### config.mk
export PLATFORM = sky130hd
export DESIGN_NAME = joypad_reg
export DESIGN_NICKNAME = d
export VERILOG_FILES = /design/src/rtl/joypad_reg.sv
export SDC_FILE = /design/constraint.sdc
export NUM_CORES = 1
export LEC_CHECK = 0
export ABC_AREA = 1
export BUFFER_PORTS_ARGS = -buffer_cell sky130_fd_sc_hd__buf_4
export CAP_MARGIN = 25
export CORE_AREA = 2 2 53 55
export DETAILED_ROUTE_END_ITERATION = 12
export DIE_AREA = 0 0 55 57
export GPL_ROUTABILITY_DRIVEN = 0
export PLACE_DENSITY_LB_ADDON = 0.08
export SLEW_MARGIN = 20
export SYNTH_ARGS = -nofsm -noshare
export SYNTH_HDL_FRONTEND = slang
export SYNTH_SLANG_ARGS = --single-unit
### constraint.sdc
create_clock -name clock -period 1.66 [get_ports clock]
set_input_delay 0.332 -clock clock [delete_from_list [all_inputs] [get_ports clock]]
set_output_delay 0.332 -clock clock [all_outputs]
set_load 0.01 [all_outputs]
### src/rtl/joypad_reg.sv
// joypad_reg: Game Boy P1/JOYP register (default address 0xFF00).
// Takes the debounced button levels and press pulses. Exposes the selected
// button group to the CPU, and raises a one-cycle joypad interrupt when any
// visible bit falls. A programmable holdoff limits how often the interrupt
// can fire.
// Build option: define JOYPAD_LATCH_EN to add sticky press bits. A press is
// then held visible until the CPU reads the group it belongs to.
module joypad_reg #(
  parameter logic [15:0] ADDR        = 16'hFF00,
  parameter int          INT_HOLDOFF = 1024
) (
  input  logic        clock,
  input  logic        reset,
  input  logic [7:0]  held,
  input  logic [7:0]  press,
  input  logic [15:0] a,
  input  logic [7:0]  din,
  input  logic        wr,
  input  logic        rd,
  output logic [7:0]  dout,
  output logic        hit,
  output logic        int_req
);

  localparam int HOLDOFF_W = (INT_HOLDOFF < 1) ? 1 : $clog2(INT_HOLDOFF + 1);
  localparam logic [HOLDOFF_W-1:0] HOLD_LOAD = HOLDOFF_W'(INT_HOLDOFF);

  logic [1:0]           r_sel;
  logic [3:0]           r_prev_nib;
  logic                 r_pending;
  logic [HOLDOFF_W-1:0] r_hold_cnt;
  logic                 r_int_req;

  logic       w_addr_match;
  logic       w_rd_hit;
  logic       w_wr_hit;
  logic [7:0] w_eff;
  logic [3:0] w_dir_n;
  logic [3:0] w_btn_n;
  logic [3:0] w_nib;
  logic       w_edge;
  logic       w_fire;
  logic       w_unused_din;

  assign w_addr_match = (a == ADDR);
  assign w_rd_hit     = rd && w_addr_match;
  assign w_wr_hit     = wr && w_addr_match;
  assign hit          = (rd || wr) && w_addr_match;
  assign w_unused_din = ^{din[7:6], din[3:0]};

`ifdef JOYPAD_LATCH_EN
  logic [7:0] r_sticky;
  logic [7:0] w_clr;

  // A read clears only the groups it exposed. A press arriving in the same
  // cycle re-sets its bit, so that press is not lost.
  assign w_clr = {{4{w_rd_hit & ~r_sel[1]}}, {4{w_rd_hit & ~r_sel[0]}}};
  assign w_eff = held | r_sticky;

  // Sticky press capture with clear-on-read.
  always_ff @(posedge clock or posedge reset) begin
    if (reset) r_sticky <= 8'h00;
    else       r_sticky <= (r_sticky & ~w_clr) | press;
  end
`else
  logic w_unused_press;
  assign w_unused_press = ^press;
  assign w_eff          = held;
`endif

  assign w_dir_n = ~w_eff[3:0];
  assign w_btn_n = ~w_eff[7:4];

  // Visible nibble as selected by P15/P14 (low = group selected).
  always_comb begin
    w_nib = 4'hF;
    case (r_sel)
      2'b10:   w_nib = w_dir_n;
      2'b01:   w_nib = w_btn_n;
      2'b00:   w_nib = w_dir_n & w_btn_n;
      default: w_nib = 4'hF;
    endcase
  end

  assign dout = w_rd_hit ? {2'b11, r_sel, w_nib} : 8'hFF;

  // Any visible bit falling counts, including falls caused by a select change.
  // Fire when the holdoff has expired and there is either a new fall or a
  // fall still waiting from earlier. Both at once produce a single pulse.
  assign w_edge = |(r_prev_nib & ~w_nib);
  assign w_fire = (w_edge || r_pending) && (r_hold_cnt == '0);

  // Select register. A new value changes the visible nibble from the next cycle.
  always_ff @(posedge clock or posedge reset) begin
    if (reset)         r_sel <= 2'b11;
    else if (w_wr_hit) r_sel <= din[5:4];
  end

  // Interrupt generation with holdoff. A fall that arrives during the
  // holdoff is queued and fires once the holdoff expires.
  always_ff @(posedge clock or posedge reset) begin
    if (reset) begin
      r_prev_nib <= 4'hF;
      r_pending  <= 1'b0;
      r_hold_cnt <= '0;
      r_int_req  <= 1'b0;
    end else begin
      r_prev_nib <= w_nib;
      if (w_fire) begin
        r_int_req  <= 1'b1;
        r_pending  <= 1'b0;
        r_hold_cnt <= HOLD_LOAD;
      end else begin
        r_int_req <= 1'b0;
        if (r_hold_cnt != '0) r_hold_cnt <= r_hold_cnt - 1'b1;
        if (w_edge)           r_pending  <= 1'b1;
      end
    end
  end

  assign int_req = r_int_req;

endmodule
==> impl_metrics.tcl <==
set metrics [dict create \
    fillers 258 \
    finalWirelength_um 2260 \
    setup_viol 0 \
    synth_warnings 0 \
    cpMostUsedCell "nand2_1" \
    final_nets 243 \
    path_clk_slew_ns 0.12 \
    n_antenna_cell 0 \
    design.die.area_um2 3140 \
    firstDrtPassIters 4 \
    syn_area_um2 1120 \
    max_clock_freq_ghz 0.629 \
    cts-htree-levels 1 \
    post-route-period-util_pct 95.7 \
    initialDrtViolationCount 15 \
    required_ns 1.33 \
    synth_cell_types 24 \
    clockBufferDepth 2 \
    cts_inserted_buffers 3 \
    layout_commonest_cell "nand2_1" \
    combPwrFrac_pct 10.8 \
    clk_latency_ns 0.31 \
    track_usage_pct 16.1 \
    reg2reg_depth 8 \
    grt_pass1_wl_um 3740 \
    grt_max_degree 20 \
    synthMuxAreaShare_pct 0 \
    worst-path-max-fanout 5 \
    finalCriticalPeriod_ns 1.59 \
    mostFrequentLayoutCells "nand2_1 (52), buf_4 (38), inv_1 (27), nor2_1 (15), dfrtp_1 (13)" \
    dpl_cell_area_um2 1430 \
    cp_num_buf_inv 2 \
    num_rows 19 \
    cellInternalPower_mw 0.614 \
    routed_via_density 4.59 \
    start_util_pct 42.7 \
    drv_cap 0 \
    worst_setup_path_end_kind "output pin" \
    cts_num_sinks 19 \
    core-area_um2 2620 \
    ant_nets 0 \
    grt_pass1_vias 994 \
    area_growth_pct 30.5 \
    synthCells 155 \
    p_leak_nw 0.821 \
    critPathLaunchType "flip-flop" \
    critPathSlowestCell "dfstp_2" \
    drc 0 \
    p_clk_share_pct 30.0 \
    synth_compound_area_share_pct 4.59 \
    ios 54 \
    dieWidth_um 55 \
    synth_top_family_by_area "simple AND/OR/NAND/NOR gates" \
    slew_violations 0 \
    hold_ws_ns 0.0242 \
    yosysSeqAreaShare_pct 43.2 \
    cts_hold_buf 0 \
    port_buffers 37 \
    hold_viol 0 \
    total_power_mw 0.799 \
    dp_hpwl_um 1840 \
    cp_top_family "flip-flops" \
    wire_per_inst_um 9.95 \
    fin_util_pct 55.7 \
    synthSimpleGateAreaFrac_pct 36.3 \
    min_path_type "in -> async" \
    p_per_area_nw_per_um2 548 \
    critPathKind "reg -> out" \
    final_layout_size_suffix_gt1_share_pct 30.6 \
    switchingPower_mw 0.185 \
    die_h_um 57 \
    r2r_slack_ns 0.20 \
    overflow 0 \
    r2r-end "r_hold_cnt[1]$_DFFE_PP0P_" \
    synthAdderAreaFrac_pct 2.24 \
    r2r-start "r_hold_cnt[0]$_DFFE_PP0P_" \
    finalInstanceArea_um2 1460 \
    synthXorXnorAreaFrac_pct 1.57 \
    p_seq_share_pct 59.2 \
    cts_root_buf "clkbuf_4" \
    cts_tree "yes" \
    cpPeakStageDelay_ns 0.55 \
    cp.arrival_ns 1.26 \
    fin_skew_ns 0.0197 \
    yosys_register_bits 19 \
    post-cts-setup-buffer-count 0 \
    finalSetupTns_ns 0 \
    switching_share_pct 23.2 \
    status "finished, final reports clean" \
    rsz0062_at_grt "false" \
    antenna_found_initial 0 \
    vias 1043 \
    ir_drop_mv 0.606 \
    syn_avg_cell_area_um2 7.21 \
    cp_cell_sequence "inv_2 > nand2_1 > nand2_1 > nand2_1 > buf_4" \
]
-- cells by family (layout without fill, tap and decap cells) --
logic type / after synthesis / count (layout)
AO/OA/AOI/OAI: 8 / 8
XOR/XNOR: 2 / 2
adder cells (fa/ha/maj): 2 / 2
buffers and inverters: 33 / 73
flip-flops: 19 / 19
other: 1 / 2
AND/OR/NAND/NOR: 90 / 90
-- worst min-delay path, stage by stage --
cell,delay (ns)
buf_4,0.11
inv_1,0.04
buf_4,0.25
-- sequential cells by signal (all words and copies together), names as in the netlist --
signal	flops
r_sel	2
int_req	1
r_pending	1
r_prev_nib	4
r_hold_cnt	11
-- layout make-up --
| class | count | area (um2) | share of cell area (%) |
|---|---|---|---|
| repair buffers | 38 | 285 | 19.6 |
| multi-input cells | 104 | 507 | 34.8 |
| well taps | 31 | 38.8 | 2.66 |
| inverters | 31 | 116 | 7.98 |
| flip-flops and latches | 19 | 483 | 33.1 |
| clock buffers | 3 | 22.5 | 1.55 |
| clock inverters | 1 | 5.00 | 0.343 |
-- metal layers --
layer / vias to the layer above / global-route usage [%] / share of wire, %
met5: - / 0 / 0
met1: 469 / 18.4 / 43
met4: 0 / 3.48 / 0.75
met3: 2 / 6.02 / 5.3
li1: 548 / - / -
met2: 24 / 27.9 / 51
-- how the worst max path moves through the flow --
stage	end	cells past startpoint	slack, ns	startpoint
3_5_place_dp	dout[0]	8	0.08	a[5]
3_3_place_gp	dout[0]	8	0.11	a[7]
5_1_grt	dout[3]	5	0.009	r_sel[0]$_DFFE_PP1P_
4_1_cts	dout[3]	5	0.03	r_sel[0]$_DFFE_PP1P_
6_report	dout[3]	5	0.07	r_sel[0]$_DFFE_PP1P_
2_1_floorplan	r_hold_cnt[1]$_DFFE_PP0P_	8	0.36	r_hold_cnt[0]$_DFFE_PP0P_
-- repair_timing --
action	4_1_cts	5_1_grt
gates resized for setup	0	3
hold endpoints to repair	0	0
setup endpoints to repair	0	6
-- cell usage after synthesis (all sizes together) --
cell type	n	area [um2]
xor2	1	8.76
buf	2	15.0
dfstp	6	158
o21ai	4	20.0
ha	2	25.0
nand3b	1	7.51
nor2	19	91.3
xnor2	1	8.76
inv	31	116
nand3	4	20.0
or2	1	6.26
dfrtp	13	325
nand4	9	56.3
conb	1	3.75
nor3	1	5.00
nand2	55	219
a21oi	4	31.3
-- through the flow --
stage               setup slack, ns  cells
floorplan                     0.361    156
global placement              0.113    223
detailed placement           0.0775    223
CTS                          0.0317    227
global route                0.00856    227
finish                       0.0709    227
-- power groups by stage --
stage / Sequential (mW) / Combinational, mW / Clock [mW]
floorplan: 0.481 / 0.0315 / 0
global placement: 0.481 / 0.0847 / 0
detailed placement: 0.481 / 0.0879 / 0
CTS: 0.473 / 0.0879 / 0.245
global route: 0.474 / 0.0982 / 0.267
finish: 0.473 / 0.0866 / 0.239
Power figures use the tool's default switching activity.
